[src/rtl/uart_pkg.sv]
// Shared UART receive-path definitions.
//
// Contents:
//   CLK_FREQ_DEFAULT, BAUD_DEFAULT, OVERSAMPLE_DEFAULT - default timing parameters
//   FRAME_BITS / DATA_BITS  - 8N1 frame geometry (start + 8 data + stop)
//   MID_PHASE               - oversample phase treated as the bit centre
//   frame_t                 - raw frame shift register type
//   calc_div()              - clocks per oversample tick
package uart_pkg;

  localparam int unsigned CLK_FREQ_DEFAULT   = 50_000_000;
  localparam int unsigned BAUD_DEFAULT       = 9600;
  localparam int unsigned OVERSAMPLE_DEFAULT = 16;

  localparam int unsigned FRAME_BITS = 10;
  localparam int unsigned DATA_BITS  = 8;
  localparam int unsigned BIT_CNT_W  = 4;
  localparam int unsigned PHASE_W    = 4;

  localparam logic [BIT_CNT_W-1:0] FRAME_BITS_CNT = BIT_CNT_W'(FRAME_BITS);
  localparam logic [PHASE_W-1:0]   MID_PHASE      = PHASE_W'(7);

  typedef logic [FRAME_BITS-1:0] frame_t;

  // Truncating divide. A zero result would stall the divider forever, so it is
  // clamped to one tick per clock.
  function automatic int unsigned calc_div(input int unsigned clk_freq,
                                           input int unsigned baud,
                                           input int unsigned oversample);
    int unsigned div;
    div = clk_freq / (baud * oversample);
    if (div == 0) begin
      div = 1;
    end
    return div;
  endfunction

endpackage

[src/rtl/baud_tick_gen.sv]
// Oversample tick generator.
//
// Emits a single-clock tick every DIV clocks while enable is high. The count is
// held at zero while disabled or cleared, so the first tick after enabling (or
// after a clear) arrives exactly DIV clocks later.
//
// Ports:
//   clk    - system clock, rising edge
//   reset  - asynchronous active-low reset
//   enable - run the divider
//   clear  - zero the divider; suppresses a tick in the same cycle
//   tick   - one-cycle pulse every DIV enabled clocks
module baud_tick_gen #(
  parameter int unsigned DIV = 325
) (
  input  logic clk,
  input  logic reset,
  input  logic enable,
  input  logic clear,
  output logic tick
);

  localparam int unsigned CntW   = (DIV > 1) ? $clog2(DIV) : 1;
  localparam logic [CntW-1:0] CntMax = CntW'(DIV - 1);

  logic [CntW-1:0] cnt_q, cnt_d;

  always_comb begin
    tick  = enable & ~clear & (cnt_q == CntMax);
    cnt_d = cnt_q + 1'b1;
    if (clear || !enable || tick) begin
      cnt_d = '0;
    end
  end

  always_ff @(posedge clk or negedge reset) begin
    if (!reset) begin
      cnt_q <= '0;
    end else begin
      cnt_q <= cnt_d;
    end
  end

endmodule

[src/rtl/rx_shift_sampler.sv]
// UART receive datapath: synchroniser, oversampled mid-bit sampler, frame shift
// register and output capture register. Sequencing (when to enable, clear and
// load) belongs to an external receive controller.
//
// Ports:
//   clk         - system clock, rising edge
//   reset       - asynchronous active-low reset
//   rx          - asynchronous serial input, idle high
//   baud_enable - run the tick divider and allow sampling
//   clear       - zero bit counter, phase counter and divider (shift reg kept)
//   load        - capture data byte and frame check from the shift register
//   start       - rx after two synchroniser stages
//   bit_counter - samples taken in the current frame, saturates at 10
//   data        - last captured byte
//   data_valid  - one-cycle pulse following a load
//   frame_error - last capture had start != 0 or stop != 1
module rx_shift_sampler
  import uart_pkg::*;
#(
  parameter int unsigned CLK_FREQ   = CLK_FREQ_DEFAULT,
  parameter int unsigned BAUD       = BAUD_DEFAULT,
  parameter int unsigned OVERSAMPLE = OVERSAMPLE_DEFAULT
) (
  input  logic                 clk,
  input  logic                 reset,
  input  logic                 rx,
  input  logic                 baud_enable,
  input  logic                 clear,
  input  logic                 load,
  output logic                 start,
  output logic [BIT_CNT_W-1:0] bit_counter,
  output logic [DATA_BITS-1:0] data,
  output logic                 data_valid,
  output logic                 frame_error
);

  localparam int unsigned Div = calc_div(CLK_FREQ, BAUD, OVERSAMPLE);

  logic                 sync1_q, sync1_d;
  logic                 sync2_q, sync2_d;
  logic [PHASE_W-1:0]   phase_q, phase_d;
  logic [BIT_CNT_W-1:0] bit_cnt_q, bit_cnt_d;
  frame_t               shift_q, shift_d;
  logic [DATA_BITS-1:0] data_q, data_d;
  logic                 data_valid_q, data_valid_d;
  logic                 frame_error_q, frame_error_d;
  logic                 tick;
  logic                 sample;

  baud_tick_gen #(
    .DIV(Div)
  ) u_baud_tick_gen (
    .clk   (clk),
    .reset (reset),
    .enable(baud_enable),
    .clear (clear),
    .tick  (tick)
  );

  // Two-stage synchroniser; idles high so a reset never looks like a start bit.
  always_comb begin
    sync1_d = rx;
    sync2_d = sync1_q;
  end

  // Sample counters and shift register. Clear has priority over a coincident
  // tick so a controller restart never lets a stale mid-bit sample through.
  always_comb begin
    phase_d   = phase_q;
    bit_cnt_d = bit_cnt_q;
    shift_d   = shift_q;
    sample    = tick & ~clear & (phase_q == MID_PHASE) & (bit_cnt_q < FRAME_BITS_CNT);

    if (clear) begin
      phase_d   = '0;
      bit_cnt_d = '0;
    end else if (tick) begin
      phase_d = phase_q + 1'b1;
      if (sample) begin
        // LSB-first line: each new bit enters at the top and walks down.
        shift_d   = {sync2_q, shift_q[FRAME_BITS-1:1]};
        bit_cnt_d = bit_cnt_q + 1'b1;
      end
    end
  end

  // Output capture. Independent of clear so load+clear in one cycle does both.
  always_comb begin
    data_d        = data_q;
    frame_error_d = frame_error_q;
    data_valid_d  = load;
    if (load) begin
      data_d        = shift_q[DATA_BITS:1];
      frame_error_d = shift_q[0] | ~shift_q[FRAME_BITS-1];
    end
  end

  always_ff @(posedge clk or negedge reset) begin
    if (!reset) begin
      sync1_q       <= 1'b1;
      sync2_q       <= 1'b1;
      phase_q       <= '0;
      bit_cnt_q     <= '0;
      shift_q       <= '1;
      data_q        <= '0;
      data_valid_q  <= 1'b0;
      frame_error_q <= 1'b0;
    end else begin
      sync1_q       <= sync1_d;
      sync2_q       <= sync2_d;
      phase_q       <= phase_d;
      bit_cnt_q     <= bit_cnt_d;
      shift_q       <= shift_d;
      data_q        <= data_d;
      data_valid_q  <= data_valid_d;
      frame_error_q <= frame_error_d;
    end
  end

  always_comb begin
    start       = sync2_q;
    bit_counter = bit_cnt_q;
    data        = data_q;
    data_valid  = data_valid_q;
    frame_error = frame_error_q;
  end

endmodule

[config.mk]
export PLATFORM = sky130hd
export DESIGN_NAME = rx_shift_sampler
export DESIGN_NICKNAME = d
export VERILOG_FILES = /design/src/rtl/uart_pkg.sv /design/src/rtl/baud_tick_gen.sv /design/src/rtl/rx_shift_sampler.sv
export SDC_FILE = /design/constraint.sdc
export NUM_CORES = 1
export LEC_CHECK = 0
export CORE_MARGIN = 2
export CORE_UTILIZATION = 42
export DETAILED_ROUTE_END_ITERATION = 16
export GPL_TIMING_DRIVEN = 1
export PLACE_DENSITY = 0.72
export SYNTH_ARGS = -nofsm -noshare
export SYNTH_HDL_FRONTEND = slang
export SYNTH_SLANG_ARGS = --single-unit
[constraint.sdc]
create_clock -name clk -period 2.5 [get_ports clk]
set_clock_uncertainty 0.15 [all_clocks]
set_input_delay 0.75 -clock clk [delete_from_list [all_inputs] [get_ports clk]]
set_output_delay 0.75 -clock clk [all_outputs]
set_load 0.02 [all_outputs]
### Word level (Yosys, flattened, before mapping)

Index checks and enable logic that the tools add are counted.

* register bits: 39
* input bits: 6
* output and inout bits: 15
* word-level logic and storage cells: 36

* $add $sub $neg: 3
* order comparisons: 1
* equal/unequal tests: 2
* multiplexer cells: 6
* bitwise logic cells: 8
* reduce and logical (&&, ||, !) cells: 7

Operators with widths (count)
* $mux W4: 5
* $add A9 B1 Y9 const B: 1
* $eq A9 B9 Y1 const B: 1
* $mux W9: 1
* $add A4 B1 Y4 const B: 2
* $and A1 B1 Y1: 5
* $eq A4 B3 Y1 const B: 1
* $lt A4 B4 Y1 const B: 1
* $reduce_bool A2 Y1: 2
* $reduce_and A3 Y1: 1
* $logic_or A1 B1 Y1: 2
* $not A1 Y1: 2
* $reduce_and A2 Y1: 1
* $logic_not A1 Y1: 1
* $or A1 B1 Y1: 1

### Logic depth before layout (Yosys ltp)

Gate-level depths: netlist (run 1).

* depth in word-level cells: 9
* mapped depth: 7
* gate-level depth less buffers: 6

### Hierarchy

From an unflattened synthesis (run 1), not the netlist that was laid out.

* cell total of the unflattened synthesis: 128
* area total of the unflattened synthesis: 1717.9 µm²

Modules (own cells, without submodules)
* rx_shift_sampler: times used 1, cells an instance 81, area each 1253.7 µm², seq. area each 765.7 µm²
* baud_tick_gen: times used 1, cells an instance 47, area each 464.2 µm², seq. area each 225.2 µm²

### Worst setup path after synthesis (run 1)

No wires, ideal clock.

* path type: input -> register
* start point: input port clear
* end point: register bit_cnt_q[1] (netlist: bit_counter[1])
* setup time: 0.125 ns
* data arrival time: 1.893 ns
* data required time: 2.225 ns
* setup slack: 0.332 ns
* stages on the path: 6
* buffers on the path: 2
* cell sequence: clkbuf_1 > nand4b_1 > nor4_4 > nand2_2 > buf_6 > mux2_4

* cells in the longest elaborated chain, start to end: 8
* elaborated cells on any way between the ends: 10
* those cells by class: 1 x mux; 6 x bitwise; 3 x reduce/logical

Ends and longest elaborated chain
* start, declared: line rx_shift_sampler.sv:28 `input logic clear,`
* $not A1 Y1 (no source line)
* $and A1 B1 Y1 (2 in series): line baud_tick_gen.sv:29 `tick = enable & ~clear & (cnt_q == CntMax);`
* $and A1 B1 Y1 (3 in series): line rx_shift_sampler.sv:72 `sample = tick & ~clear & (phase_q == MID_PHASE) & (bit_cnt_q < FRAME_BITS_CNT);`
* $reduce_bool A2 Y1 (no source line)
* $reduce_and A2 Y1 (no source line)
* end signal, assigned: line rx_shift_sampler.sv:112 `bit_cnt_q <= bit_cnt_d;`
* end, declared: line rx_shift_sampler.sv:42 `logic [BIT_CNT_W-1:0] bit_cnt_q, bit_cnt_d;`

Several ways; a longest one is shown, not always the timed one.
A chain may end at the register's enable or synchronous reset.

### Worst setup path in the final report (run 1)

* start point: register sync2_q (netlist: start)
* end point: output port start

RTL lines
* start, declared: line rx_shift_sampler.sv:40 `logic sync2_q, sync2_d;`
* start signal, assigned: line rx_shift_sampler.sv:110 `sync2_q <= sync2_d;`
* end, declared: line rx_shift_sampler.sv:30 `output logic start,`

No word-level cell between the ends.

==> impl_results.md, run 1 <==
- CP max stage cell: clkdlybuf4s50_1
- Clock sink count: 39
- Die Height: 67.5 um
- Clock Tree Buf Depth: 2
- Kind of critical path: flop to output pin
- CTS root buffer: clkbuf_8
- Area grow syn2layout: 23.6%
- Final WL: approximately 2700 um
- Routed length per instance: ~13 um
- H-tree levels: 2
- DRC viols: 0
- Endpoints failing setup: 0
- Adder-Cell Fraction of Synth Area: 0.0295
- Full die area: between 4000 and 5000 um2
- Critical Path AT: between 1 and 1.5 ns
- FFs w/ async S/R, synth: 1.00
- Global-route wire length before repair: approximately 4500 um
- Final Hold Viols: 0
- Area share of the largest cell type after synthesis: 0.399
- Slew Viols, Final: 0
- Synth cell types: 30
- Commonest register cell after synthesis: dfrtp_1
- Worst-Margin Slew: ~0.62 ns
- DP Cell Count: about 200
- Synthesis Warnings: 0
- Slew HR: 0.582
- Synthesized area: roughly 1700 um2
- Max cap viols: 0
- Critical path's top delay family: buffers and inverters
- Number of synthesized flops with an enable pin: 0
- PD cells: a little under 600 nW/um2
- Initial Util: 0.430
- Skew-Pair Late Insertion Delay: slightly below 0.3 ns
- Crit path buf inv count: 1
- Sequential area share after synthesis: 0.585
- IO Pins: 21
- RSZ-0062 raised after global routing: false
- Setup TNS: 0 ns
- Gr usage total: 0.139
- # diodes: 0
- Total grt overflow: 0
- Synth Instances: around 130
- Nets: about 170
- Commonest non-fill, non-tap cell in the layout: dfrtp_1
- CTS Buf Count: 5
- Outcome: finished, final reports clean
- PortBufs: 20
- Initial antenna violation count: 0
- CP max stage delay: ~0.6 ns
- Die W: between 60 and 70 um
- CTS tree: built
- Synth area leaders: dfrtp_1 40%, dfstp_2 19%, mux2_4 8.0%, mux2_2 8.0%, ha_1 3.0%
- Largest area contributor in the netlist: dfrtp_1
- Syn Area/Cell: between 10 and 15 um2
- Share of cells above drive strength 1: 0.312
- RePlAce Congestion: between 0.7 and 0.8
- Std-Cell Rows: 23
- Main combinational cell family by area after synthesis: multiplexers
- Worst EP required: 1.60 ns
- DRT antenna net count: 0
- Max Fanout on Critical Path: 2
- DRT iter0 DRCs: 39
- #FFs+latches synth: 39
- Crit start category: flop
- Final non-filler cell total: around 210
- Part of the cycle the worst path needs: 0.926
- Post-CTS Setup Bufs: 0
- Vias in the first global route: 1016
- Compound-gate portion of the synthesized area: 0.0347
- CP Cell Sequence: clkdlybuf4s50_1
- 1st-pass router iterations: 4
- Post-CTS Hold Buffers: 0
- Routed vias/inst: 4.97
- Core ar.: 3940 um2
- Max IR drop VDD: between 200 and 300 uV
- Post-CTS resize count: 0
- Most frequent cells in the layout: 27 x dfrtp_1, 19 x clkdlybuf4s50_1, 12 x nor2_1, 12 x mux2_2, 12 x dfstp_2
- Clock transition at path regs: approximately 0.070 ns
- Synth Area in Simple Gates: 0.129
- Mux contribution to synthesized area: 0.165
- Crit path time final: 2.31 ns
- Hold Crit Class: flop to flop
- Vias: between 1000 and 1500
- Post-Synth XOR/XNOR Area: 0.0362
- Fmax: about 430 MHz
- CP endpoint kind: output pin
- Largest net degree at the start of global routing: 40
- Leakage: around 0.93 nW
- Fillers: approximately 320
- Hpwl dp: a little under 2000 um
- Syn nets: around 140
[per-layer routing]
metal	up-vias	track usage	part of all wire
met3	7	0.0550	0.052
met2	26	0.206	0.48
met4	0	0.0791	0.019
li1	498	-	-
met1	497	0.173	0.45
met5	-	0	0
[worst paths after layout]
| kind | start | end | slack [ns] | cells past startpoint |
|---|---|---|---|---|
| min in group asynchronous | reset | data[3]$_DFFE_PN0P_ | 0.35 | 2 |
| max in group asynchronous | reset | sync1_q$_DFF_PN1_ | 1.49 | 2 |
| setup / recovery | start$_DFF_PN1_ | start | 0.19 | 1 |
| hold reg to reg | sync1_q$_DFF_PN1_ | start$_DFF_PN1_ | 0.21 | 0 |
| setup reg to reg | u_baud_tick_gen.cnt_q[3]$_DFF_PN0_ | shift_q[0]$_DFFE_PN1P_ | 0.33 | 5 |
| hold / removal | sync1_q$_DFF_PN1_ | start$_DFF_PN1_ | 0.21 | 0 |
[where the power goes]
part           switching (mW)  total (mW)  internal (mW)
Clock                   0.210       0.533          0.323
Sequential            0.00270       0.639          0.637
Combinational          0.0255      0.0418         0.0164
Total                   0.238        1.21          0.976
[kinds of logic (layout without fill, tap and decap cells)]
family	Yosys count	after routing
flops	39	39
simple gates	39	39
buf+inv	7	36
xor+xnor	7	7
fa+ha+maj	4	4
mux	22	22
compound gates	10	10
[stage by stage]
step                hold WS [ns]  utilization  total power [mW]  instance area [um2]  worst slack [ns]
floorplan                  0.195            -             0.666                 1690             0.332
global placement           0.197        0.501             0.692                 1980            0.0622
detailed placement         0.205        0.501             0.694                 1980            0.0400
CTS                        0.216        0.531              1.24                 2090             0.165
global route               0.219        0.531              1.27                 2090             0.137
finish                     0.212        0.531              1.21                 2090             0.186
[area by class of cell]
type | count | area (um2) | share of cell area
tap | 50 | 62.6 | 0.0299
clock buffer | 6 | 82.6 | 0.0395
sequential | 39 | 991 | 0.473
clock inverter | 2 | 35.0 | 0.0167
multi-input combinational | 82 | 669 | 0.320
inverter | 4 | 15.0 | 0.00717
timing repair buffer | 24 | 238 | 0.114
[state kept, by name (all words and copies together) (netlist names)]
signal / flops
frame_error: 1
sync1_q: 1
start: 1
phase_q: 4
data: 8
data_valid: 1
bit_counter: 4
shift_q: 10
u_baud_tick_gen.cnt_q: 9
[synthesized netlist by cell type, drive strengths merged (2+ instances only)]
cell type  number
xnor2           5
nand2           7
ha              4
or3             2
mux2           21
nor2b           3
inv             4
dfrtp          27
clkbuf          2
nand4b          2
dfstp          12
xor2            2
nor2           12
a21oi           2
nor3            3
nand3           4
nand2b          2
o21ai           5
Power figures use the tool's default switching activity.
==> inputs of run 2 (changes only) <==
--- a/config.mk
+++ b/config.mk
@@ -9,7 +9,7 @@
 export CORE_UTILIZATION = 42
 export DETAILED_ROUTE_END_ITERATION = 16
 export GPL_TIMING_DRIVEN = 1
-export PLACE_DENSITY = 0.72
+export PLACE_DENSITY = 0.63
 export SYNTH_ARGS = -nofsm -noshare
 export SYNTH_HDL_FRONTEND = slang
 export SYNTH_SLANG_ARGS = --single-unit
==> run 2 against run 1 <==
Against the previous run: sequential cell count stayed put; via count down 1.5%; non-clock buffer count unchanged; cell count unchanged; fmax is 0.18% higher; critical path depth unchanged; first-iteration DRC count rose by 2.6%; register-to-register slack worse by 0.09 ns; combinational power up 5.3%; clock power down 13%; critical path type unchanged; highest routed layer unchanged.
==> impl_results.md, run 2 (synthesis results as in run 1) <==
- Std-Cell Rows: 23 (unchanged)
- Core ar.: 3940 um2 (unchanged)
- CTS Buf Count: 5 (unchanged)
- Die Height: 67.5 um (unchanged)
- Nets: 166 (unchanged)
- 1st-pass router iterations: 4 (unchanged)
- Gr usage total: 0.140 (was 0.139)
- Reg2reg setup slack: 0.24 ns (was 0.33 ns)
- Leakage: 0.910 nW (was 0.926 nW)
- Routed vias/inst: 4.89 (was 4.97)
- CTS tree: built (unchanged)
- Post-Place Setup Slack: -0.0658 ns (was 0.0400 ns)
- # diodes: 0 (unchanged)
- Share of cells above drive strength 1: 0.312 (unchanged)
- RSZ-0062 raised after global routing: false (unchanged)
- Clock sink count: 39 (unchanged)
- Worst-Margin Slew: 0.636 ns (was 0.622 ns)
- Vias in the first global route: 1018 (was 1016)
- DRT antenna net count: 0 (unchanged)
- Slew HR: 0.573 (was 0.582)
- DRC viols: 0 (unchanged)
- Total grt overflow: 0 (unchanged)
- Die W: 67.5 um (unchanged)
- Critical Path AT: 1.41 ns (about the same)
- Post-CTS Setup Bufs: 0 (unchanged)
- Commonest non-fill, non-tap cell in the layout: dfrtp_1 (unchanged)
- IO Pins: 21 (unchanged)
- Worst setup margin: 0.190 ns (was 0.186 ns)
- Initial antenna violation count: 0 (unchanged)
- Crit path buf inv count: 1 (unchanged)
- Full die area: 4560 um2 (unchanged)
- Clock transition at path regs: 0.07 ns (about the same)
- Final WL: 2730 um (was 2740 um)
- PD cells: 555 nW/um2 (was 580 nW/um2)
- CP endpoint kind: output pin (unchanged)
- Crit path time final: 2.31 ns (about the same)
- Max IR drop VDD: 283 uV (was 268 uV)
- Crit start category: flop (unchanged)
- Design Area, Final: 2070 um2 (was 2090 um2)
- Max cap viols: 0 (unchanged)
- Slew Viols, Final: 0 (unchanged)
- Hold Crit Class: flop to flop (unchanged)
- Vias: 1013 (was 1028)
- DRT iter0 DRCs: 40 (was 39)
- Post-CTS resize count: 0 (unchanged)
- Placement Cell Area: 1960 um2 (was 1980 um2)
- Fmax: 433 MHz (was 432 MHz)
- Hpwl dp: 1920 um (was 1930 um)
- Initial Util: 0.430 (unchanged)
- CP max stage delay: 0.60 ns (about the same)
- Kind of critical path: flop to output pin (unchanged)
- Routed length per instance: 13.2 um (about the same)
- Area grow syn2layout: 22.0% (was 23.6%)
- Critical path's top delay family: buffers and inverters (unchanged)
- Setup TNS: 0 ns (unchanged)
- Post-CTS Hold Buffers: 0 (unchanged)
- Final Hold Viols: 0 (unchanged)
- Clock Tree Buf Depth: 2 (unchanged)
- Most frequent cells in the layout: 27 x dfrtp_1, 19 x clkdlybuf4s50_1, 12 x nor2_1, 12 x mux2_2, 12 x dfstp_2 (unchanged)
- Worst EP required: 1.60 ns (about the same)
- Outcome: finished, final reports clean (unchanged)
- RePlAce Congestion: 0.820 (was 0.797)
- CTS root buffer: clkbuf_8 (unchanged)
- PortBufs: 20 (unchanged)
- Largest Register: shift_q (unchanged)
- Global-route wire length before repair: 4680 um (was 4510 um)
- Largest net degree at the start of global routing: 40 (unchanged)
- CP max stage cell: clkdlybuf4s50_1 (unchanged)
- H-tree levels: 2 (unchanged)
- Max Fanout on Critical Path: 2 (unchanged)
- Max reg flops: 10 (unchanged)
- CP Cell Sequence: clkdlybuf4s50_1 (unchanged)
- Endpoints failing setup: 0 (unchanged)
- Skew-Pair Late Insertion Delay: 0.29 ns (about the same)
- Part of the cycle the worst path needs: 0.924 (was 0.926)
## run 2: worst paths after layout
| path | from | endpoint | cells past startpoint |
|---|---|---|---|
| max in group asynchronous | reset | start$_DFF_PN1_ | 2 |
| min in group asynchronous | reset | bit_counter[3]$_DFFE_PN0P_ | 2 |
| min | sync1_q$_DFF_PN1_ | start$_DFF_PN1_ | 0 |
| min reg2reg | sync1_q$_DFF_PN1_ | start$_DFF_PN1_ | 0 |
| max reg2reg | u_baud_tick_gen.cnt_q[3]$_DFF_PN0_ | bit_counter[1]$_DFFE_PN0P_ | 4 |
| max | start$_DFF_PN1_ | start | 1 |
## run 2: area by class of cell
cell class	instances	area, um2
timing repair buffer	24	225
fill	348	1880
inverter	4	15.0
clock buffer	7	96.3
clock inverter	1	7.51
sequential	39	991
multi-input combinational	82	669
tap	50	62.6
## run 2: power breakdown
group | total [mW] | switching [mW] | leakage (nW) | internal, mW
Sequential | 0.639 | 0.00261 | 0.493 | 0.637
Combinational | 0.0440 | 0.0265 | 0.366 | 0.0175
Clock | 0.465 | 0.214 | 0.0505 | 0.251
Total | 1.15 | 0.243 | 0.910 | 0.905
## run 2: metal layers
layer	up-vias	track usage	routed length, um
met5	-	0	0
met4	0	0.0510	33
met3	5	0.0567	108
met2	19	0.212	1320
met1	491	0.181	1270
li1	498	-	-
## run 2: stage by stage
stage / total power, mW / util / std cells / hold slack (ns)
6_report: 1.15 / 0.524 / 207 / 0.213
3_3_place_gp: 0.694 / 0.498 / 199 / 0.196
3_5_place_dp: 0.696 / 0.498 / 199 / 0.203
2_1_floorplan: 0.666 / - / 128 / 0.195
5_1_grt: 1.20 / 0.524 / 207 / 0.219
4_1_cts: 1.17 / 0.524 / 207 / 0.214
==> inputs of run 3 (changes only) <==
--- a/config.mk
+++ b/config.mk
@@ -9,7 +9,8 @@
 export CORE_UTILIZATION = 42
 export DETAILED_ROUTE_END_ITERATION = 16
 export GPL_TIMING_DRIVEN = 1
-export PLACE_DENSITY = 0.63
+export MAX_ROUTING_LAYER = met4
+export PLACE_DENSITY = 0.67
 export SYNTH_ARGS = -nofsm -noshare
 export SYNTH_HDL_FRONTEND = slang
 export SYNTH_SLANG_ARGS = --single-unit
==> run 3 against run 2 <==
Against the previous run: largest power group unchanged; critical path depth unchanged; hold slack worse by 0.0052 ns; register-to-register slack about the same; highest routed layer unchanged; critical endpoint unchanged.
==> impl_results.md, run 3 (synthesis results as in run 1) <==
- Outcome: finished, final reports clean (unchanged)
- Die W: 67.5 um (unchanged)
- PortBufs: 20 (unchanged)
- Crit path buf inv count: 1 (unchanged)
- Sequential power share: 0.528 (was 0.557)
- 1st-pass router iterations: 4 (unchanged)
- Hpwl dp: 1850 um (was 1920 um)
- Max cap viols: 0 (unchanged)
- Post-Place Setup Slack: -0.0502 ns (was -0.0658 ns)
- Std-Cell Rows: 23 (unchanged)
- Core ar.: 3940 um2 (unchanged)
- Sw frac: 0.194 (was 0.212)
- R2R depth: 4 (unchanged)
- Slew HR: 0.579 (was 0.573)
- Crit path time final: 2.32 ns (was 2.31 ns)
- Critical Path AT: 1.42 ns (was 1.41 ns)
- Largest net degree at the start of global routing: 40 (unchanged)
- DRT antenna net count: 0 (unchanged)
- RR Endpoint: bit_counter[1]$_DFFE_PN0P_ (unchanged)
- Reg2reg setup slack: 0.25 ns (was 0.24 ns)
- Net switching power: 0.235 mW (was 0.243 mW)
- # diodes: 0 (unchanged)
- Fmax: 432 MHz (was 433 MHz)
- Routed vias/inst: 5.01 (was 4.89)
- Skew-Pair Late Insertion Delay: 0.29 ns (about the same)
- Multi-input logic area: 669 um2 (unchanged)
- Share of cells above drive strength 1: 0.308 (was 0.312)
- Leakage: 0.916 nW (was 0.910 nW)
- Endpoints failing setup: 0 (unchanged)
- RePlAce Congestion: 0.835 (was 0.820)
- Total grt overflow: 0 (unchanged)
- DRT iter0 DRCs: 71 (was 40)
- Worst-Margin Slew: 0.627 ns (was 0.636 ns)
- Max reg flops: 10 (unchanged)
- Routed length per instance: 12.7 um (was 13.2 um)
- Post-CTS Setup Bufs: 0 (unchanged)
- Initial Util: 0.430 (unchanged)
- CP max stage cell: clkdlybuf4s50_1 (unchanged)
- Initial antenna violation count: 0 (unchanged)
- Finished Core Util: 0.526 (was 0.524)
- Sequential cell area: 991 um2 (unchanged)
- Final non-filler cell total: 206 (was 207)
- Worst EP required: 1.60 ns (about the same)
- Post-CTS Hold Buffers: 0 (unchanged)
- CP endpoint kind: output pin (unchanged)
- Hold slack: 0.207 ns (was 0.213 ns)
- Clock power share: 0.437 (was 0.405)
- Max Fanout on Critical Path: 2 (unchanged)
- CTS root buffer: clkbuf_8 (unchanged)
- Final Hold Viols: 0 (unchanged)
- Full die area: 4560 um2 (unchanged)
- Hold Path End: start$_DFF_PN1_ (unchanged)
- HP Start: sync1_q$_DFF_PN1_ (unchanged)
- Fillers: 343 (was 348)
- CTS Buf Count: 5 (unchanged)
- Most frequent cells in the layout: 27 x dfrtp_1, 19 x clkdlybuf4s50_1, 12 x nor2_1, 12 x mux2_2, 12 x dfstp_2 (unchanged)
- Clock Tree Buf Depth: 2 (unchanged)
- R2R Path Start: u_baud_tick_gen.cnt_q[3]$_DFF_PN0_ (unchanged)
- PD cells: 584 nW/um2 (was 555 nW/um2)
- Hold Crit Class: flop to flop (unchanged)
- Vias in the first global route: 992 (was 1018)
- Worst setup margin: 0.184 ns (was 0.190 ns)
- Largest Register: shift_q (unchanged)
- Gr usage total: 0.139 (was 0.140)
- CP max stage delay: 0.59 ns (was 0.60 ns)
- DP Cell Count: 198 (was 199)
- Kind of critical path: flop to output pin (unchanged)
- RSZ-0062 raised after global routing: false (unchanged)
- CTS tree: built (unchanged)
- Global-route wire length before repair: 4370 um (was 4680 um)
- Clock transition at path regs: 0.07 ns (about the same)
- Nets: 165 (was 166)
- Final WL: 2620 um (was 2730 um)
- CP Cell Sequence: clkdlybuf4s50_1 (unchanged)
- Combinational Power Share: 0.035 (was 0.038)
- Crit start category: flop (unchanged)
- Part of the cycle the worst path needs: 0.926 (was 0.924)
- Post-CTS resize count: 0 (unchanged)
- Max IR drop VDD: 283 uV (about the same)
- Commonest non-fill, non-tap cell in the layout: dfrtp_1 (unchanged)
- Clock sink count: 39 (unchanged)
- Post-route total power: 1.21 mW (was 1.15 mW)
- Cell internal pwr: 0.976 mW (was 0.905 mW)
- Hold Path Stages: 0 (unchanged)
- Die Height: 67.5 um (unchanged)
- IO Pins: 21 (unchanged)
- Area grow syn2layout: 22.4% (was 22.0%)
- H-tree levels: 2 (unchanged)
- Critical path's top delay family: buffers and inverters (unchanged)
- Slew Viols, Final: 0 (unchanged)
- Vias: 1033 (was 1013)
- DRC viols: 0 (unchanged)
-- run 3: per-layer routing --
metal,global-route usage,vias to the layer above,share of wire
met5,-,-,0
met1,0.160,509,0.44
met3,0.0400,8,0.039
met2,0.214,22,0.49
li1,-,494,-
met4,0.0842,0,0.027
-- run 3: power by group through the flow --
stage,Sequential [mW],Combinational (mW),Clock (mW)
floorplan,0.653,0.0132,0
global placement,0.651,0.0423,0
finish,0.640,0.0418,0.529
global route,0.640,0.0478,0.576
CTS,0.639,0.0434,0.551
detailed placement,0.651,0.0434,0
-- run 3: worst max path at each step --
stage / slack (ns) / to / cells after the start / from
after floorplan: 0.33 / bit_counter[1]$_DFFE_PN0P_ / 6 / clear
after global placement: -0.01 / bit_counter[1]$_DFFE_PN0P_ / 5 / clear
after detailed placement: -0.05 / bit_counter[1]$_DFFE_PN0P_ / 5 / baud_enable
after CTS: 0.16 / start / 1 / start$_DFF_PN1_
after global routing: 0.13 / start / 1 / start$_DFF_PN1_
final: 0.18 / start / 1 / start$_DFF_PN1_
-- run 3: cell type report --
type / count / share of cell area
clock inverter: 2 / 0.0169
tap: 50 / 0.0302
timing repair buffer: 23 / 0.105
multi-input combinational: 82 / 0.323
inverter: 4 / 0.00724
clock buffer: 6 / 0.0398
sequential: 39 / 0.478
-- run 3: metrics by stage --
step	TNS, ns	instance area (um2)
final	0	2070
after CTS	0	2070
after floorplan	0	1690
after detailed placement	-0.102	1960
after global routing	0	2070
after global placement	-0.0134	1960
